`src/rtl/ahbl_slave_decode_mux_pkg.sv`:
```
// Shared AHB-Lite encodings and the data-phase target encoding used by the
// slave-side decode/response stage.
package ahbl_pkg;

    localparam logic [1:0] HTRANS_IDLE   = 2'b00;
    localparam logic [1:0] HTRANS_BUSY   = 2'b01;
    localparam logic [1:0] HTRANS_NONSEQ = 2'b10;
    localparam logic [1:0] HTRANS_SEQ    = 2'b11;

    localparam int NUM_SLOTS = 16;
    localparam int SLOT_MSB  = 31;
    localparam int SLOT_LSB  = 28;

    // Target encoding: 0..15 = slot, 16 = default slave, 31 = no transfer.
    typedef logic [4:0] sel_t;
    localparam sel_t SEL_DEFAULT = 5'd16;
    localparam sel_t SEL_NONE    = 5'd31;

    function automatic logic is_slot(input sel_t sel);
        return ~sel[4];
    endfunction

endpackage

```
`src/rtl/ahbl_slave_decode_mux_if.sv`:
```
// Bus bundle between the master side, the slaves and the decode/response stage.
// Handshake: a transfer is accepted when HTRANS[1]=1 and HREADY=1 at the clock
// edge; while HREADY=0 the master holds HADDR/HTRANS and all state is frozen.
interface ahbl_slave_decode_mux_if
    import ahbl_pkg::*;
#(
    parameter int DATA_WIDTH = 32
);
    logic [31:0]                     HADDR;
    logic [1:0]                      HTRANS;
    logic [NUM_SLOTS-1:0]            HSEL_S;
    logic [NUM_SLOTS-1:0]            HREADYOUT_S;
    logic [NUM_SLOTS-1:0]            HRESP_S;
    logic [NUM_SLOTS*DATA_WIDTH-1:0] HRDATA_S;
    logic                            DEFSLV_VALID;
    logic                            DEFSLV_HREADY;
    logic                            DEFSLV_HRESP;
    logic                            HREADY;
    logic                            HRESP;
    logic [DATA_WIDTH-1:0]           HRDATA;
    logic [31:0]                     ERR_ADDR;
    logic                            ERR_VALID;
    logic                            ERR_CLR;
    sel_t                            dp_sel;
    logic                            err_pend;

    modport slave (
        input  HADDR, HTRANS, HREADYOUT_S, HRESP_S, HRDATA_S,
               DEFSLV_HREADY, DEFSLV_HRESP, ERR_CLR,
        output HSEL_S, DEFSLV_VALID, HREADY, HRESP, HRDATA,
               ERR_ADDR, ERR_VALID, dp_sel, err_pend
    );

    modport master (
        output HADDR, HTRANS, HREADYOUT_S, HRESP_S, HRDATA_S,
               DEFSLV_HREADY, DEFSLV_HRESP, ERR_CLR,
        input  HSEL_S, DEFSLV_VALID, HREADY, HRESP, HRDATA,
               ERR_ADDR, ERR_VALID, dp_sel, err_pend
    );

endinterface

```
`src/rtl/ahbl_slave_decode_mux_addr_decode.sv`:
```
// Address-phase decode: one-hot slave select from the top address nibble and
// the address-phase target (slot, default slave or none).
module ahbl_addr_decode
    import ahbl_pkg::*;
#(
    parameter logic [NUM_SLOTS-1:0] SLAVE_EN = 16'hFFFF
) (
    input  logic [3:0]           slot,
    input  logic [1:0]           htrans,
    output logic [NUM_SLOTS-1:0] hsel,
    output sel_t                 ap_sel
);

    // HSEL is not gated by HTRANS; slaves qualify it themselves.
    always_comb begin
        hsel   = '0;
        ap_sel = SEL_NONE;
        if (SLAVE_EN[slot]) begin
            hsel[slot] = 1'b1;
        end
        case (htrans)
            HTRANS_NONSEQ, HTRANS_SEQ: ap_sel = SLAVE_EN[slot] ? {1'b0, slot} : SEL_DEFAULT;
            HTRANS_IDLE, HTRANS_BUSY:  ap_sel = SEL_NONE;
            default:                   ap_sel = SEL_NONE;
        endcase
    end

endmodule

```
`src/rtl/ahbl_slave_decode_mux.sv`:
```
// Slave-side decode and response stage: registers the data-phase target,
// muxes the slave responses back to the master and logs default-slave faults.
module ahbl_slave_decode_mux
    import ahbl_pkg::*;
#(
    parameter logic [NUM_SLOTS-1:0] SLAVE_EN   = 16'hFFFF,
    parameter int                   DATA_WIDTH = 32
) (
    input logic                    HCLK,
    input logic                    HRESETN,
    ahbl_slave_decode_mux_if.slave bus
);

    sel_t                  ap_sel;
    sel_t                  dp_sel;
    logic [NUM_SLOTS-1:0]  hsel;
    logic                  hready;
    logic                  hresp;
    logic [DATA_WIDTH-1:0] hrdata;
    logic [31:0]           err_addr;
    logic                  err_valid;
    logic                  err_pend;
    logic                  ap_default;
    logic                  dp_default_done;

    ahbl_addr_decode #(
        .SLAVE_EN (SLAVE_EN)
    ) u_decode (
        .slot   (bus.HADDR[SLOT_MSB:SLOT_LSB]),
        .htrans (bus.HTRANS),
        .hsel   (hsel),
        .ap_sel (ap_sel)
    );

    assign ap_default      = (ap_sel == SEL_DEFAULT);
    assign dp_default_done = (dp_sel == SEL_DEFAULT) && bus.DEFSLV_HREADY;

    always_comb begin
        hready = 1'b1;
        hresp  = 1'b0;
        hrdata = '0;
        if (dp_sel == SEL_DEFAULT) begin
            hready = bus.DEFSLV_HREADY;
            hresp  = bus.DEFSLV_HRESP;
        end else if (is_slot(dp_sel)) begin
            hready = bus.HREADYOUT_S[dp_sel[3:0]];
            hresp  = bus.HRESP_S[dp_sel[3:0]];
            hrdata = bus.HRDATA_S[dp_sel[3:0]*DATA_WIDTH +: DATA_WIDTH];
        end
    end

    // A new error set wins over ERR_CLR; a new default address phase wins over
    // clearing err_pend so back-to-back faults keep it raised.
    always_ff @(posedge HCLK or negedge HRESETN) begin
        if (!HRESETN) begin
            dp_sel    <= SEL_NONE;
            err_addr  <= '0;
            err_valid <= 1'b0;
            err_pend  <= 1'b0;
        end else begin
            if (hready) begin
                dp_sel <= ap_sel;
            end
            if (hready && ap_default) begin
                err_addr <= bus.HADDR;
                err_pend <= 1'b1;
            end else if (dp_default_done) begin
                err_pend <= 1'b0;
            end
            if (dp_default_done) begin
                err_valid <= 1'b1;
            end else if (bus.ERR_CLR) begin
                err_valid <= 1'b0;
            end
        end
    end

    assign bus.HSEL_S       = hsel;
    assign bus.DEFSLV_VALID = ap_default && hready;
    assign bus.HREADY       = hready;
    assign bus.HRESP        = hresp;
    assign bus.HRDATA       = hrdata;
    assign bus.ERR_ADDR     = err_addr;
    assign bus.ERR_VALID    = err_valid;
    assign bus.dp_sel       = dp_sel;
    assign bus.err_pend     = err_pend;

endmodule

```
`src/flat_wrapper.sv`:
```
// flat-port wrapper written by rule: the top's interface ports become plain ports
module ahbl_slave_decode_mux_flat import ahbl_pkg::*;
#(
    parameter logic [NUM_SLOTS-1:0] SLAVE_EN   = 16'hFFFF,
    parameter int                   DATA_WIDTH = 32
)
  (HCLK, HRESETN, bus_HADDR, bus_HTRANS, bus_HREADYOUT_S, bus_HRESP_S, bus_HRDATA_S, bus_DEFSLV_HREADY, bus_DEFSLV_HRESP, bus_ERR_CLR, bus_HSEL_S, bus_DEFSLV_VALID, bus_HREADY, bus_HRESP, bus_HRDATA, bus_ERR_ADDR, bus_ERR_VALID, bus_dp_sel, bus_err_pend);
  ahbl_slave_decode_mux_if #(.DATA_WIDTH(DATA_WIDTH)) bus_i ();
  input logic HCLK;
  input logic HRESETN;
  input wire logic [$bits(bus_i.HADDR)-1:0] bus_HADDR;
  input wire logic [$bits(bus_i.HTRANS)-1:0] bus_HTRANS;
  input wire logic [$bits(bus_i.HREADYOUT_S)-1:0] bus_HREADYOUT_S;
  input wire logic [$bits(bus_i.HRESP_S)-1:0] bus_HRESP_S;
  input wire logic [$bits(bus_i.HRDATA_S)-1:0] bus_HRDATA_S;
  input wire logic [$bits(bus_i.DEFSLV_HREADY)-1:0] bus_DEFSLV_HREADY;
  input wire logic [$bits(bus_i.DEFSLV_HRESP)-1:0] bus_DEFSLV_HRESP;
  input wire logic [$bits(bus_i.ERR_CLR)-1:0] bus_ERR_CLR;
  output wire logic [$bits(bus_i.HSEL_S)-1:0] bus_HSEL_S;
  output wire logic [$bits(bus_i.DEFSLV_VALID)-1:0] bus_DEFSLV_VALID;
  output wire logic [$bits(bus_i.HREADY)-1:0] bus_HREADY;
  output wire logic [$bits(bus_i.HRESP)-1:0] bus_HRESP;
  output wire logic [$bits(bus_i.HRDATA)-1:0] bus_HRDATA;
  output wire logic [$bits(bus_i.ERR_ADDR)-1:0] bus_ERR_ADDR;
  output wire logic [$bits(bus_i.ERR_VALID)-1:0] bus_ERR_VALID;
  output wire logic [$bits(bus_i.dp_sel)-1:0] bus_dp_sel;
  output wire logic [$bits(bus_i.err_pend)-1:0] bus_err_pend;
  assign bus_i.HADDR = bus_HADDR;
  assign bus_i.HTRANS = bus_HTRANS;
  assign bus_i.HREADYOUT_S = bus_HREADYOUT_S;
  assign bus_i.HRESP_S = bus_HRESP_S;
  assign bus_i.HRDATA_S = bus_HRDATA_S;
  assign bus_i.DEFSLV_HREADY = bus_DEFSLV_HREADY;
  assign bus_i.DEFSLV_HRESP = bus_DEFSLV_HRESP;
  assign bus_i.ERR_CLR = bus_ERR_CLR;
  assign bus_HSEL_S = bus_i.HSEL_S;
  assign bus_DEFSLV_VALID = bus_i.DEFSLV_VALID;
  assign bus_HREADY = bus_i.HREADY;
  assign bus_HRESP = bus_i.HRESP;
  assign bus_HRDATA = bus_i.HRDATA;
  assign bus_ERR_ADDR = bus_i.ERR_ADDR;
  assign bus_ERR_VALID = bus_i.ERR_VALID;
  assign bus_dp_sel = bus_i.dp_sel;
  assign bus_err_pend = bus_i.err_pend;
  ahbl_slave_decode_mux #(.SLAVE_EN(SLAVE_EN), .DATA_WIDTH(DATA_WIDTH)) u_core (.HCLK(HCLK), .HRESETN(HRESETN), .bus(bus_i));
endmodule
```
`config.mk`:
```
export PLATFORM = sky130hd
export DESIGN_NAME = ahbl_slave_decode_mux_flat
export DESIGN_NICKNAME = d
export VERILOG_FILES = /design/src/rtl/ahbl_slave_decode_mux_pkg.sv /design/src/rtl/ahbl_slave_decode_mux_if.sv /design/src/rtl/ahbl_slave_decode_mux_addr_decode.sv /design/src/rtl/ahbl_slave_decode_mux.sv /design/src/flat_wrapper.sv
export SDC_FILE = /design/constraint.sdc
export NUM_CORES = 1
export LEC_CHECK = 0
export CORE_AREA = 2 2 262 264
export DETAILED_ROUTE_END_ITERATION = 6
export DIE_AREA = 0 0 264 266
export GPL_ROUTABILITY_DRIVEN = 0
export GPL_TIMING_DRIVEN = 1
export PLACE_DENSITY_LB_ADDON = 0.15
export SLEW_MARGIN = 0
export SYNTH_ARGS = -nofsm -noshare
export SYNTH_HDL_FRONTEND = slang
export SYNTH_SLANG_ARGS = --single-unit
export TNS_END_PERCENT = 30
```
`constraint.sdc`:
```
create_clock -name HCLK -period 3.3 [get_ports HCLK]
set_input_delay 0.99 -clock HCLK [delete_from_list [all_inputs] [get_ports HCLK]]
set_output_delay 0.99 -clock HCLK [all_outputs]
set_load 0.01 [all_outputs]
```
Word level (Yosys, flattened, before mapping)
Memory sizes are Yosys's and may differ from the RTL's.
Index checks and enable logic that the tools add are counted.
{"block": "totals", "reg_bits": 39, "rom_bits": 16, "input_bits": 583, "output_inout_bits": 90, "word_cells": 42, "memories": 1}
{"block": "classes", "n_lt_le_gt_ge": 3, "n_eq_ne": 5, "n_shift": 1, "mux": 20, "reduce_logical": 8}
{"name": "(name not given)", "words": 16, "width": 1, "read_ports": 1, "rd_ports_with_merged_regs": 0, "wr": 0, "line": "ahbl_slave_decode_mux_addr_decode.sv:22", "rtl": "HTRANS_NONSEQ, HTRANS_SEQ: ap_sel = SLAVE_EN[slot] ? {1'b0, slot} : SEL_DEFAULT;"}
{"cell": "variable part select 512 x 10 -> 32 bit", "n": 1}
{"cell": "two-way mux 32 bit", "n": 2}
{"cell": "two-way mux 16 bit", "n": 1}
{"cell": "two-way mux 1 bit", "n": 12}
{"cell": "== test 5 bit (second input constant)", "n": 2}
{"cell": "< comparator 4 x 5 -> 1 bit (second input constant)", "n": 2}
{"cell": "case mux 5 bit (2 select lines)", "n": 1}
{"cell": "binary-select mux 1 bit (select 4 bit)", "n": 2}
{"cell": "two-way mux 5 bit", "n": 1}
{"cell": "demux 1 bit (select 4 bit)", "n": 1}
{"cell": "== test 2 bit (second input constant)", "n": 2}
{"cell": "greater-or-equal comparator 4 x 1 -> 1 bit (second input constant)", "n": 1}
{"cell": "nonzero test 2 bit", "n": 2}
{"cell": "OR reduction 2 bit", "n": 2}
{"cell": "logical AND 1 bit", "n": 3}
{"cell": "== test 2 x 1 -> 1 bit (second input constant)", "n": 1}
{"cell": "logical NOT 2 bit", "n": 1}

Logic depth before layout (Yosys ltp)
{"block": "logic_depth", "word_depth": 7, "mapped_depth": 8, "ltp_nobuf": 5}

Hierarchy
Synthesis repeated with hierarchy kept, for this count alone.
{"block": "unflattened", "hier_cells": 425, "hier_area_um2": 6248.5}
{"mod": "ahbl_slave_decode_mux", "instances": 1, "cells_each": 400, "area_per_inst_um2": 5978.2, "seq_area_each_um2": 982.2}
{"mod": "ahbl_addr_decode", "instances": 1, "cells_each": 25, "area_per_inst_um2": 270.3, "seq_area_each_um2": 0.0}

Least setup slack after synthesis
OpenSTA, ideal clock, no wires.
{"block": "synth_path", "kind": "flip-flop to output port", "from": "register u_core.dp_sel[1], in the netlist u_core.bus.dp_sel[1]", "to": "output bus_HRDATA[2]", "arrival_time_ns": 2.145, "required_ns": 2.310, "path_slack_ns": 0.165, "stages_incl_launch_ff": 7, "path_buffers": 3, "path_cell_list": "dfstp_2 -> buf_2 -> buf_4 -> clkbuf_1 -> mux4_2 -> mux4_2 -> nor2b_1"}
{"block": "synth_between", "elab_chain_len": 3, "elab_cells_between_ends": 4, "cone_classes": "eq/ne (1); shift (1); mux (2)"}
{"element": "from (decl)", "line": "ahbl_slave_decode_mux.sv:15", "rtl": "sel_t dp_sel;"}
{"element": "from (signal assigned)", "line": "ahbl_slave_decode_mux.sv:62", "rtl": "dp_sel <= ap_sel;"}
{"element": "variable part select 512 x 10 -> 32 bit", "line": "ahbl_slave_decode_mux.sv:48", "rtl": "hrdata = bus.HRDATA_S[dp_sel[3:0]*DATA_WIDTH +: DATA_WIDTH];"}
{"element": "two-way mux 32 bit", "line": "ahbl_slave_decode_mux.sv:45", "rtl": "end else if (is_slot(dp_sel)) begin"}
{"element": "two-way mux 32 bit *", "line": "ahbl_slave_decode_mux.sv:42", "rtl": "if (dp_sel == SEL_DEFAULT) begin"}
{"element": "to (decl)", "line": "flat_wrapper.sv:23", "rtl": "output wire logic [$bits(bus_i.HRDATA)-1:0] bus_HRDATA;"}
Mark *: on every way between the ends. The rest lies on a longest branch, timed or not.

Worst setup path after layout
{"block": "layout_path", "from": "input bus_HRESP_S[3]", "to": "output bus_HRESP"}
{"block": "layout_between", "elab_chain_len": 4}
{"element": "from (decl)", "line": "flat_wrapper.sv:14", "rtl": "input wire logic [$bits(bus_i.HRESP_S)-1:0] bus_HRESP_S;"}
{"element": "binary-select mux 1 bit (select 4 bit)", "line": "ahbl_slave_decode_mux.sv:47", "rtl": "hresp = bus.HRESP_S[dp_sel[3:0]];"}
{"element": "two-way mux 1 bit (not written as such)", "line": "ahbl_slave_decode_mux.sv:47"}
{"element": "two-way mux 1 bit", "line": "ahbl_slave_decode_mux.sv:45"}
{"element": "two-way mux 1 bit", "line": "ahbl_slave_decode_mux.sv:42"}
{"element": "to (decl)", "line": "flat_wrapper.sv:22", "rtl": "output wire logic [$bits(bus_i.HRESP)-1:0] bus_HRESP;"}
Every way passes these cells. The select of a mux whose other input is x is not followed.

==> out/metrics.yaml <==
run_status:
  outcome: "finished, violations left"
  violations: "negative setup slack"
clock_tree:
  cts.path.max_buffers: 2
  htree_levels: 2
  clkLatencyLatePin_ns: 0.29
  cts-root-buf: "clkbuf_16"
  cts_buffers: 5
  path_clk_slew_ns: 0.06
  hold_buffers: 0
  cts_tree: "built"
  clock-sinks: 39
critical_path:
  cp-startpoint: "bus_HRESP_S[3]"
  critPathLaunchType: "input port"
  cpLargestDelayFamily: "multiplexers"
  critPathBufInv: 3
  crit_path_frequent_cell: "mux4_2"
  cp_cell_sequence: "clkdlybuf4s50_1, mux4_2, mux4_2, inv_2, o21ai_2, buf_2"
  end_kind: "primary output"
  crit_fanout: 1
  r2r_start: "u_core.bus.dp_sel[0]"
  crit_slowest_cell: "mux4_2"
  cp.required_ns: 2.31
  slowest_delay_ns: 0.53
  arrival_ns: 2.73
  critPathKind: "input port to primary output"
power:
  swShare_pct: 39.5
  pwr-share-comb_pct: 84.5
  clkPwrFrac_pct: 7.2
  ir_drop_mv: 0.215
  p_seq_share_pct: 8.4
  leakage_nw: 5.60
  p_sw_mw: 2.90
  power_mw: 7.33
  power_density_nw_per_um2: 520
  cell_internal_pwr_mw: 4.43
cells_and_area:
  layout_common_cells: "clkdlybuf4s50_1 (464), mux4_2 (152), dlygate4sd2_1 (121)"
  areaGrowthSynthToFinish_pct: 146
  final_cells: 1964
  layout_commonest_cell: "clkdlybuf4s50_1"
  fin_util_pct: 20.8
  nNetsFinal: 1661
  drive_gt1_share_pct: 30.6
sta:
  rsz0062_at_grt: "yes"
  setup_violations: 43
  maxSlewHeadroom_pct: 37.1
  hold_violations: 0
  drv_slew: 0
  fin_crit_ns: 3.72
  fmax_mhz: 269
  worst_slack_ns: -0.423
  finalCritPeriodShare_pct: 113
  worst_pin_slew_ns: 0.943
  fin_setup_tns_ns: -9.84
  skew_ns: 0.000585
synth:
  synth_top_area_share_pct: 59.8
  ys_warn_count: 0
  synth_area_um2: 5720
  syn_nets: 989
  synthTopCellsByArea: "mux4_2 (60%), dfrtp_1 (15%), a211oi_1 (3.7%)"
  ys_seq_area_share_pct: 17.2
  avgSynthCellArea_um2: 14.1
  synth-seq-cells: 39
  synthCells: 406
  ys_types: 31
  synth_top_area_cell: "mux4_2"
drt:
  vias_per_cell: 3.50
  drtIter0Drc: 261
  drtPass1Iterations: 4
  post-route-drc-count: 0
  routedWlPerCell_um: 22.8
  ant_nets: 0
  num_vias: 6865
  routed_wl_um: 44800
floorplan:
  num_io_pins: 673
  row_count: 96
  initial_utilization_pct: 8.45
  die_h_um: 266
  die-area_um2: 70200
  dieWidth_um: 264
  fp.coreArea_um2: 67700
min_path:
  hold_path.startpoint: "u_core.bus.ERR_ADDR[15]"
  hold_class: "flop to flop"
placed_design:
  dp_cells: 1932
  io_buffer_count: 642
  dp_hpwl_um: 39300
global_route:
  grt_pass1_wl_um: 60600
  track_usage_pct: 12.1
  antenna_found_initial: 13
  grt_max_degree: 40
  grt_overflow: 0
  grt_pass1_vias: 7754
flow_run:
  cap_violations: 0
[layout make-up]
cell class,count,area (um^2)
fill,7411,53700
clock buffer,7,153
timing repair buffer,745,7300
tap,882,1100
sequential,39,993
inverter,3,11.3
antenna,3,7.51
clock inverter,1,7.51
multi-input combinational,284,4500
[layer usage]
layer,routed length (um),global-route usage [%],share of wire [%],vias up
li1,-,-,-,3062
met1,18100,15.0,40,3454
met2,23000,21.6,51,304
met3,2960,2.64,6.6,39
met4,743,2.60,1.7,6
met5,46,0,0.10,-
[cell usage after synthesis]
| master | count |
|---|---|
| nor3b_1 | 2 |
| dfrtp_1 | 34 |
| mux4_2 | 152 |
| or2_1 | 1 |
| nor2_1 | 11 |
| mux2_1 | 3 |
| a311oi_2 | 1 |
| o21ai_0 | 1 |
| o21ai_1 | 2 |
| buf_1 | 3 |
| buf_4 | 9 |
| a21oi_1 | 1 |
| dfstp_2 | 5 |
| o32ai_1 | 1 |
| nand2b_1 | 9 |
| nor3_1 | 7 |
| o41ai_2 | 1 |
| mux2i_1 | 20 |
| inv_1 | 3 |
| buf_2 | 10 |
| clkbuf_1 | 53 |
| and2_1 | 1 |
| conb_1 | 1 |
| nand2_1 | 5 |
| buf_6 | 5 |
| a211oi_1 | 28 |
| or3_1 | 1 |
| nor4_1 | 1 |
| nor2b_1 | 33 |
| a21oi_2 | 1 |
| o2bb2ai_1 | 1 |
[stage by stage]
stage / hold slack (ns) / area (um^2) / worst slack, ns
after global routing: 0.383 / 14100 / -0.474
after global placement: 0.364 / 13700 / -0.916
final: 0.374 / 14100 / -0.423
after detailed placement: 0.364 / 13700 / -0.899
after CTS: 0.380 / 13900 / -0.458
after floorplan: 0.494 / 5720 / 0.165
[flip-flops by register name, summed over array words and instances, names as in the netlist]
name                  flops
u_core.bus.ERR_ADDR      32
u_core.bus.ERR_VALID      1
u_core.bus.dp_sel         5
u_core.bus.err_pend       1
[power groups by stage]
stage               Clock, mW  Sequential (mW)  Combinational [mW]
floorplan                   0            0.570                3.11
global placement            0            0.630                6.27
detailed placement          0            0.631                6.22
CTS                     0.558            0.623                6.19
global route            0.576            0.625                6.62
finish                  0.525            0.612                6.19
[cells by family after synthesis]
| kind of cell | share of synthesized area (%) |
|---|---|
| multiplexers | 63.9 |
| buffers and inverters | 6.91 |
| AND/OR/NAND/NOR | 6.95 |
| flip-flops | 17.2 |
| AO/OA/AOI/OAI | 5.03 |
| other | 0.0655 |
[repair_timing]
item | 4_1_cts | 5_1_grt
buffers inserted | 12 | 10
endpoints found under the setup margin | 50 | 46
pin swaps | 6 | 10
gates resized for setup | 259 | 67
[path summary, 6_finish.rpt]
| kind | end | cells after the start | slack (ns) |
|---|---|---|---|
| worst min-delay path | u_core.bus.ERR_ADDR[15] | 0 | 0.37 |
| worst min register to register | u_core.bus.ERR_ADDR[15] | 0 | 0.37 |
| worst max-delay path | bus_HRESP | 6 | -0.42 |
| worst max register to register | u_core.bus.dp_sel[0] | 11 | 0.64 |
| max in group asynchronous | u_core.bus.ERR_ADDR[4] | 1 | 1.87 |
| min in group asynchronous | u_core.bus.ERR_ADDR[3] | 1 | 0.85 |
(Power assumes the default switching activity.)
